<file path="src/rtl/uart_pkg.sv">
// Shared UART definitions: transmit FSM encoding, frame geometry and default line timing.
package uart_pkg;

   localparam int unsigned DEF_CLK_FREQ = 50_000_000;
   localparam int unsigned DEF_BAUD     = 9600;
   localparam int unsigned FRAME_BITS   = 10;
   localparam int unsigned DATA_BITS    = 8;

   typedef enum logic [1:0] {
      ST_IDLE  = 2'd0,
      ST_START = 2'd1,
      ST_DATA  = 2'd2,
      ST_STOP  = 2'd3
   } tx_state_e;

   // Clocks per bit; integer division, so the line rate rounds slightly fast.
   function automatic int unsigned bps_cnt(input int unsigned clk_freq, input int unsigned baud);
      return clk_freq / baud;
   endfunction

endpackage

</file>
<file path="src/rtl/uart_tx_fifo.sv">
// Byte FIFO in front of the UART transmitter; flags and level are registered together.
module uart_tx_fifo #(
   parameter  int unsigned FIFO_DEPTH = 4,
   localparam int unsigned LVL_W      = $clog2(FIFO_DEPTH + 1)
) (
   input  logic             clk,
   input  logic             rst_n,
   input  logic             push,
   input  logic             pop,
   input  logic [7:0]       wdata,
   output logic [7:0]       rdata,
   output logic [LVL_W-1:0] level,
   output logic             full,
   output logic             empty
);

   localparam int unsigned PTR_W = $clog2(FIFO_DEPTH);

   logic [7:0]       mem [FIFO_DEPTH];
   logic [PTR_W-1:0] wr_ptr_q;
   logic [PTR_W-1:0] rd_ptr_q;
   logic [LVL_W-1:0] level_q;
   logic [LVL_W-1:0] level_d;
   logic             full_q;
   logic             empty_q;
   logic             push_ok;
   logic             pop_ok;

   // A write into a full FIFO is dropped even if a pop happens in the same cycle.
   assign push_ok = push && !full_q;
   assign pop_ok  = pop && !empty_q;

   always_comb begin
      level_d = level_q;
      case ({push_ok, pop_ok})
         2'b10:   level_d = level_q + LVL_W'(1);
         2'b01:   level_d = level_q - LVL_W'(1);
         default: level_d = level_q;
      endcase
   end

   always_ff @(posedge clk or negedge rst_n) begin
      if (!rst_n) begin
         wr_ptr_q <= '0;
         rd_ptr_q <= '0;
         level_q  <= '0;
         full_q   <= 1'b0;
         empty_q  <= 1'b1;
      end else begin
         if (push_ok) wr_ptr_q <= wr_ptr_q + PTR_W'(1);
         if (pop_ok)  rd_ptr_q <= rd_ptr_q + PTR_W'(1);
         level_q <= level_d;
         full_q  <= (level_d == LVL_W'(FIFO_DEPTH));
         empty_q <= (level_d == '0);
      end
   end

   always_ff @(posedge clk) begin
      if (push_ok) mem[wr_ptr_q] <= wdata;
   end

   assign rdata = mem[rd_ptr_q];
   assign level = level_q;
   assign full  = full_q;
   assign empty = empty_q;

endmodule

</file>
<file path="src/rtl/uart_tx_engine.sv">
// Buffered 8N1 UART transmitter with its own baud counter; bytes arrive over valid/ready.
module uart_tx_engine
   import uart_pkg::*;
#(
   parameter  int unsigned CLK_FREQ   = DEF_CLK_FREQ,
   parameter  int unsigned BAUD       = DEF_BAUD,
   parameter  int unsigned FIFO_DEPTH = 4,
   localparam int unsigned LVL_W      = $clog2(FIFO_DEPTH + 1)
) (
   input  logic             CLK_50M,
   input  logic             RST_N,
   input  logic [7:0]       tx_data,
   input  logic             tx_valid,
   output logic             tx_ready,
   output logic             UART_TX,
   output logic             tx_busy,
   output logic [LVL_W-1:0] fifo_level
);

   localparam int unsigned BPS_CNT = bps_cnt(CLK_FREQ, BAUD);
   localparam int unsigned CNT_W   = $clog2(BPS_CNT);
   localparam int unsigned BIT_W   = $clog2(DATA_BITS);

   tx_state_e              state_q;
   logic [CNT_W-1:0]       cnt_q;
   logic [BIT_W-1:0]       bit_idx_q;
   logic [DATA_BITS-1:0]   shift_q;
   logic                   tx_q;
   logic                   busy_q;
   logic                   line_c;
   logic                   bit_end;
   logic                   fifo_pop;
   logic                   fifo_full;
   logic                   fifo_empty;
   logic [7:0]             fifo_rdata;

   uart_tx_fifo #(
      .FIFO_DEPTH (FIFO_DEPTH)
   ) u_fifo (
      .clk   (CLK_50M),
      .rst_n (RST_N),
      .push  (tx_valid),
      .pop   (fifo_pop),
      .wdata (tx_data),
      .rdata (fifo_rdata),
      .level (fifo_level),
      .full  (fifo_full),
      .empty (fifo_empty)
   );

   assign bit_end = (cnt_q == CNT_W'(BPS_CNT - 1));

   // Head is taken when leaving IDLE or at the end of a stop bit, so frames chain with no gap.
   assign fifo_pop = !fifo_empty &&
                     ((state_q == ST_IDLE) || ((state_q == ST_STOP) && bit_end));

   always_comb begin
      line_c = 1'b1;
      case (state_q)
         ST_START: line_c = 1'b0;
         ST_DATA:  line_c = shift_q[0];
         default:  line_c = 1'b1;
      endcase
   end

   // Line and busy both follow the state one flop later, keeping them mutually consistent.
   always_ff @(posedge CLK_50M or negedge RST_N) begin
      if (!RST_N) begin
         state_q   <= ST_IDLE;
         cnt_q     <= '0;
         bit_idx_q <= '0;
         shift_q   <= '0;
         tx_q      <= 1'b1;
         busy_q    <= 1'b0;
      end else begin
         tx_q   <= line_c;
         busy_q <= (state_q != ST_IDLE) || (fifo_level != '0);
         case (state_q)
            ST_IDLE: begin
               cnt_q <= '0;
               if (!fifo_empty) begin
                  shift_q <= fifo_rdata;
                  state_q <= ST_START;
               end
            end
            ST_START: begin
               if (bit_end) begin
                  cnt_q     <= '0;
                  bit_idx_q <= '0;
                  state_q   <= ST_DATA;
               end else begin
                  cnt_q <= cnt_q + CNT_W'(1);
               end
            end
            ST_DATA: begin
               if (bit_end) begin
                  cnt_q   <= '0;
                  shift_q <= {1'b0, shift_q[DATA_BITS-1:1]};
                  if (bit_idx_q == BIT_W'(DATA_BITS - 1)) begin
                     state_q <= ST_STOP;
                  end else begin
                     bit_idx_q <= bit_idx_q + BIT_W'(1);
                  end
               end else begin
                  cnt_q <= cnt_q + CNT_W'(1);
               end
            end
            ST_STOP: begin
               if (bit_end) begin
                  cnt_q <= '0;
                  if (!fifo_empty) begin
                     shift_q <= fifo_rdata;
                     state_q <= ST_START;
                  end else begin
                     state_q <= ST_IDLE;
                  end
               end else begin
                  cnt_q <= cnt_q + CNT_W'(1);
               end
            end
            default: state_q <= ST_IDLE;
         endcase
      end
   end

   assign tx_ready = ~fifo_full;
   assign UART_TX  = tx_q;
   assign tx_busy  = busy_q;

endmodule
</file>
<file path="config.mk">
export PLATFORM = sky130hd
export DESIGN_NAME = uart_tx_engine
export DESIGN_NICKNAME = d
export VERILOG_FILES = /design/src/rtl/uart_pkg.sv /design/src/rtl/uart_tx_fifo.sv /design/src/rtl/uart_tx_engine.sv
export SDC_FILE = /design/constraint.sdc
export NUM_CORES = 1
export LEC_CHECK = 0
export CAP_MARGIN = 20
export CORE_MARGIN = 1.5
export CORE_UTILIZATION = 23
export DETAILED_ROUTE_END_ITERATION = 8
export DONT_BUFFER_PORTS = 1
export GPL_ROUTABILITY_DRIVEN = 0
export GPL_TIMING_DRIVEN = 0
export SLEW_MARGIN = 25
export SYNTH_ARGS = -nofsm -noshare
export SYNTH_HDL_FRONTEND = slang
export SYNTH_HIERARCHICAL = 1
export SYNTH_SLANG_ARGS = --single-unit
</file>
<file path="constraint.sdc">
create_clock -name CLK_50M -period 2.7 [get_ports CLK_50M]
set_input_delay 0.27 -clock CLK_50M [delete_from_list [all_inputs] [get_ports CLK_50M]]
set_output_delay 0.27 -clock CLK_50M [all_outputs]
set_load 0.01 [all_outputs]
</file>
==> impl_metrics.xml <==
<?xml version="1.0" encoding="UTF-8"?>
<metrics>
  <group name="setup_path">
    <metric name="path_class" unit="">flop to flop</metric>
    <metric name="worst_setup_path_end_kind" unit="">flop</metric>
    <metric name="worst-endpoint-required" unit="ps">2950</metric>
    <metric name="endpoint_of_the_worst_slack_reg_to_reg_timing_path" unit="">u_fifo/empty$_DFF_PN1_</metric>
    <metric name="worst_ep_arrival_time" unit="ps">2910</metric>
    <metric name="worst-path-max-fanout" unit="">2</metric>
    <metric name="reg2regPathDepth" unit="">11</metric>
    <metric name="regToRegSetupSlack" unit="ps">40</metric>
    <metric name="rr_startpoint" unit="">cnt_q[7]$_DFF_PN0_</metric>
    <metric name="setup.worst_path.start_class" unit="">flop</metric>
    <metric name="setup.worst_path.start" unit="">cnt_q[7]$_DFF_PN0_</metric>
    <metric name="endpoint" unit="">u_fifo/empty$_DFF_PN1_</metric>
  </group>
  <group name="layout">
    <metric name="multi_input_comb_area" unit="µm²">1310</metric>
    <metric name="stdcell_area" unit="µm²">3950</metric>
    <metric name="drive_gt1_frac" unit="">0.270</metric>
    <metric name="final_net_count" unit="">277</metric>
    <metric name="combined_flip_flop_and_latch_cell_area" unit="µm²">1890</metric>
    <metric name="area_delta_synth_final" unit="%">20.6</metric>
    <metric name="fill_cells" unit="">1416</metric>
    <metric name="stdcell_count" unit="">436</metric>
    <metric name="antenna_cells" unit="">0</metric>
    <metric name="utilization" unit="">0.284</metric>
  </group>
  <group name="timing">
    <metric name="max_freq" unit="GHz">0.376</metric>
    <metric name="final_period_demand_of_the_worst_path" unit="ps">2660</metric>
    <metric name="fin_setup_tns" unit="ps">0</metric>
    <metric name="final-hold-violation-count" unit="">0</metric>
    <metric name="tightest_slew" unit="ps">472</metric>
    <metric name="unrepaired_setup_endpoints_after_global_routing" unit="">true</metric>
    <metric name="fin_worst_skew" unit="ps">6.70</metric>
    <metric name="worst_slew_margin_rel" unit="">0.685</metric>
    <metric name="fin_crit_sh" unit="">0.985</metric>
    <metric name="timing.final.setup_violations" unit="">0</metric>
    <metric name="timing_max_transition_violations_final" unit="">0</metric>
  </group>
  <group name="cts">
    <metric name="cts_tree" unit="">yes</metric>
    <metric name="cts.htree.levels" unit="">3</metric>
    <metric name="tritoncts_num_sinks" unit="">69</metric>
    <metric name="clock_insertion_delay_worst_skew" unit="ps">330</metric>
    <metric name="numCtsBuffers" unit="">9</metric>
    <metric name="clock_pin_slew_worst_setup_and_hold_paths" unit="ps">60</metric>
    <metric name="cts.path.max_buffers" unit="">2</metric>
    <metric name="clock-root-buffer" unit="">sky130_fd_sc_hd__clkbuf_16</metric>
  </group>
  <group name="die">
    <metric name="initial_core_util" unit="">0.236</metric>
    <metric name="coreArea" unit="µm²">13900</metric>
    <metric name="floorplan.die_area" unit="µm²">15000</metric>
    <metric name="fp.dieH" unit="µm">122</metric>
    <metric name="rows" unit="">43</metric>
    <metric name="io_pins" unit="">17</metric>
    <metric name="dieWidth" unit="µm">122</metric>
  </group>
  <group name="detailed_routing">
    <metric name="routed_wl" unit="mm">5.53</metric>
    <metric name="wire_length_on_met2" unit="mm">2.74</metric>
    <metric name="detail_route.first_pass.iterations" unit="">4</metric>
    <metric name="detailroute.via_count" unit="">1813</metric>
    <metric name="met3WireLength" unit="µm">179</metric>
    <metric name="drtIter0Drc" unit="">110</metric>
    <metric name="top_layer" unit="">met4</metric>
    <metric name="route.antenna.remaining_nets" unit="">0</metric>
    <metric name="drt-met1-wl" unit="mm">2.48</metric>
    <metric name="route.detailed.drc" unit="">0</metric>
    <metric name="wl_per_cell" unit="µm">12.7</metric>
    <metric name="detail_route.vias_per_cell" unit="">4.16</metric>
  </group>
  <group name="logic_synthesis">
    <metric name="synth_top_family_by_area" unit="">simple AND/OR/NAND/NOR gates</metric>
    <metric name="syn_area_per_cell" unit="µm²">14.2</metric>
    <metric name="seq_area_frac_synth" unit="">0.577</metric>
    <metric name="share_of_yosys_cell_area_claimed_by_the_top_area_cell_type" unit="">0.294</metric>
    <metric name="syn_inst" unit="">231</metric>
    <metric name="post_synth_and_or_nand_nor_area_fraction" unit="">0.121</metric>
    <metric name="synth_xor_area_frac" unit="">0.0482</metric>
    <metric name="ys_ff_latch" unit="">69</metric>
    <metric name="synth_flop_cell" unit="">sky130_fd_sc_hd__dfrtp_1</metric>
    <metric name="synth.net_count" unit="">257</metric>
    <metric name="synth-adder-area-share" unit="">0.0597</metric>
    <metric name="yosys-top-cells-count" unit="">sky130_fd_sc_hd__dfrtp_1, sky130_fd_sc_hd__edfxtp_1, sky130_fd_sc_hd__nor2_1</metric>
    <metric name="ffs_w_async_s_r_synth" unit="">0.536</metric>
    <metric name="ys_types" unit="">46</metric>
    <metric name="yosys_warnings" unit="">6</metric>
    <metric name="muxShareOfSynthArea" unit="">0.119</metric>
    <metric name="synth.most_common_cell" unit="">sky130_fd_sc_hd__dfrtp_1</metric>
    <metric name="synthDominantAreaCellType" unit="">sky130_fd_sc_hd__edfxtp_1</metric>
    <metric name="syn_area" unit="µm²">3270</metric>
    <metric name="top_post_synthesis_cells_by_area" unit="">sky130_fd_sc_hd__edfxtp_1, sky130_fd_sc_hd__dfrtp_1, sky130_fd_sc_hd__mux4_2</metric>
    <metric name="number_of_synthesized_flops_with_an_enable_pin" unit="">32</metric>
    <metric name="synth_compound_gate_area_share" unit="">0.0394</metric>
  </group>
  <group name="global_routing">
    <metric name="grt_antenna_before_repair" unit="">0</metric>
    <metric name="vias_in_the_first_global_route" unit="">1911</metric>
    <metric name="grt_max_degree" unit="">38</metric>
    <metric name="grtUsageTotal" unit="">0.0858</metric>
    <metric name="grt_first_pass_wirelength" unit="mm">9.58</metric>
    <metric name="grt.overflow.total" unit="">0</metric>
  </group>
  <group name="placement">
    <metric name="dp_cells" unit="">411</metric>
    <metric name="placed_wire_length_estimate_after_detailed_placement" unit="mm">3.76</metric>
    <metric name="port-buffer-count" unit="">0</metric>
    <metric name="placed_area" unit="µm²">3520</metric>
  </group>
  <group name="power_and_ir_drop">
    <metric name="design_power_total" unit="W">0.00293</metric>
    <metric name="power-per-cell-area" unit="nW/µm²">743</metric>
    <metric name="leakage" unit="nW">1.57</metric>
    <metric name="irDropWorstVdd" unit="µV">294</metric>
  </group>
  <group name="min_path">
    <metric name="worst_hold_path_type" unit="">input pin to flop</metric>
  </group>
  <group name="flow_run">
    <metric name="drv_cap" unit="">0</metric>
  </group>
  <group name="status">
    <metric name="outcome" unit="">finished clean</metric>
  </group>
</metrics>
[cell families after synthesis]
family	Yosys count
compound gates	17
flops	69
buf+inv	21
xor+xnor	18
simple gates	67
mux	24
fa+ha+maj	15
[cells in the final DEF, fill, tap and decap left out, drive strengths merged, types with 8 or more instances in the layout]
| master | count |
|---|---|
| nand2 | 11 |
| clkbuf | 12 |
| buf | 14 |
| edfxtp | 32 |
| inv | 15 |
| ha | 14 |
| xnor2 | 14 |
| nor2 | 19 |
| nand3 | 10 |
| mux2 | 16 |
| mux4 | 8 |
| dfrtp | 35 |
[what timing repair did]
item | 4_1_cts | 5_1_grt
endpoints found under the setup margin | 3 | 2
setup buffers | 5 | 2
pin swaps | 1 | 0
hold buffers | 2 | 0
gates cloned | 0 | 0
endpoints found under the hold margin | 37 | 0
gates resized for setup | 2 | 4
[metrics by stage]
stage	worst slack [ps]	hold WS, ps
finish	40.1	34.8
global route	-86.5	17.1
detailed placement	-215	-23.1
floorplan	-2.83	-25.6
CTS	11.6	21.6
global placement	-191	-23.1
[critical path, stage by stage (launching register included)]
cell and delay (ps):
sky130_fd_sc_hd__dfrtp_1 380, sky130_fd_sc_hd__or4b_4 570, sky130_fd_sc_hd__nor3_4 180, sky130_fd_sc_hd__a21oi_2 80, sky130_fd_sc_hd__nor2_1 90, sky130_fd_sc_hd__nor2b_4 180
sky130_fd_sc_hd__ha_4 160, sky130_fd_sc_hd__inv_2 40, sky130_fd_sc_hd__fa_2 340, sky130_fd_sc_hd__xor2_2 170, sky130_fd_sc_hd__xnor2_2 140, sky130_fd_sc_hd__a32o_1 270
[layout make-up]
type	count	share of cell area
multi-input combinational	141	0.332
sequential	69	0.479
buffer	7	0.0159
inverter	14	0.0133
tap	180	0.0571
clock buffer	11	0.0615
clock inverter	5	0.0206
timing repair buffer	9	0.0209
[routing by layer]
metal  vias up  track usage
met5         -            0
met4         0       0.0458
met3         8       0.0260
met2        25        0.137
met1       916        0.104
li1        864            -
[report_power, final]
part	total (W)	switching, W	internal (W)
sequential	0.00133	0.0000796	0.00125
combinational	0.000345	0.000193	0.000152
clock	0.00126	0.000422	0.000835
[sequential cells by signal, summed over array words and instances (netlist names)]
name             cells
tx_busy              1
u_fifo/rd_ptr_q      2
u_fifo/full          1
bit_idx_q            3
u_fifo/empty         1
UART_TX              1
state_q              2
u_fifo/mem          32
cnt_q               13
shift_q              8
u_fifo/level         3
u_fifo/wr_ptr_q      2
[worst min-delay path by stage]
stage	startpoint	endpoint	slack (ps)	cells past startpoint
global route	tx_data[6]	u_fifo/mem[0][6]$_DFFE_PP_	20	0
global placement	RST_N	cnt_q[8]$_DFF_PN0_	-20	0
floorplan	RST_N	bit_idx_q[0]$_DFFE_PN0P_	-30	0
CTS	tx_data[6]	u_fifo/mem[2][6]$_DFFE_PP_	20	0
detailed placement	RST_N	cnt_q[8]$_DFF_PN0_	-20	0
finish	tx_data[4]	u_fifo/mem[1][4]$_DFFE_PP_	30	0
Power figures use the tool's default switching activity.
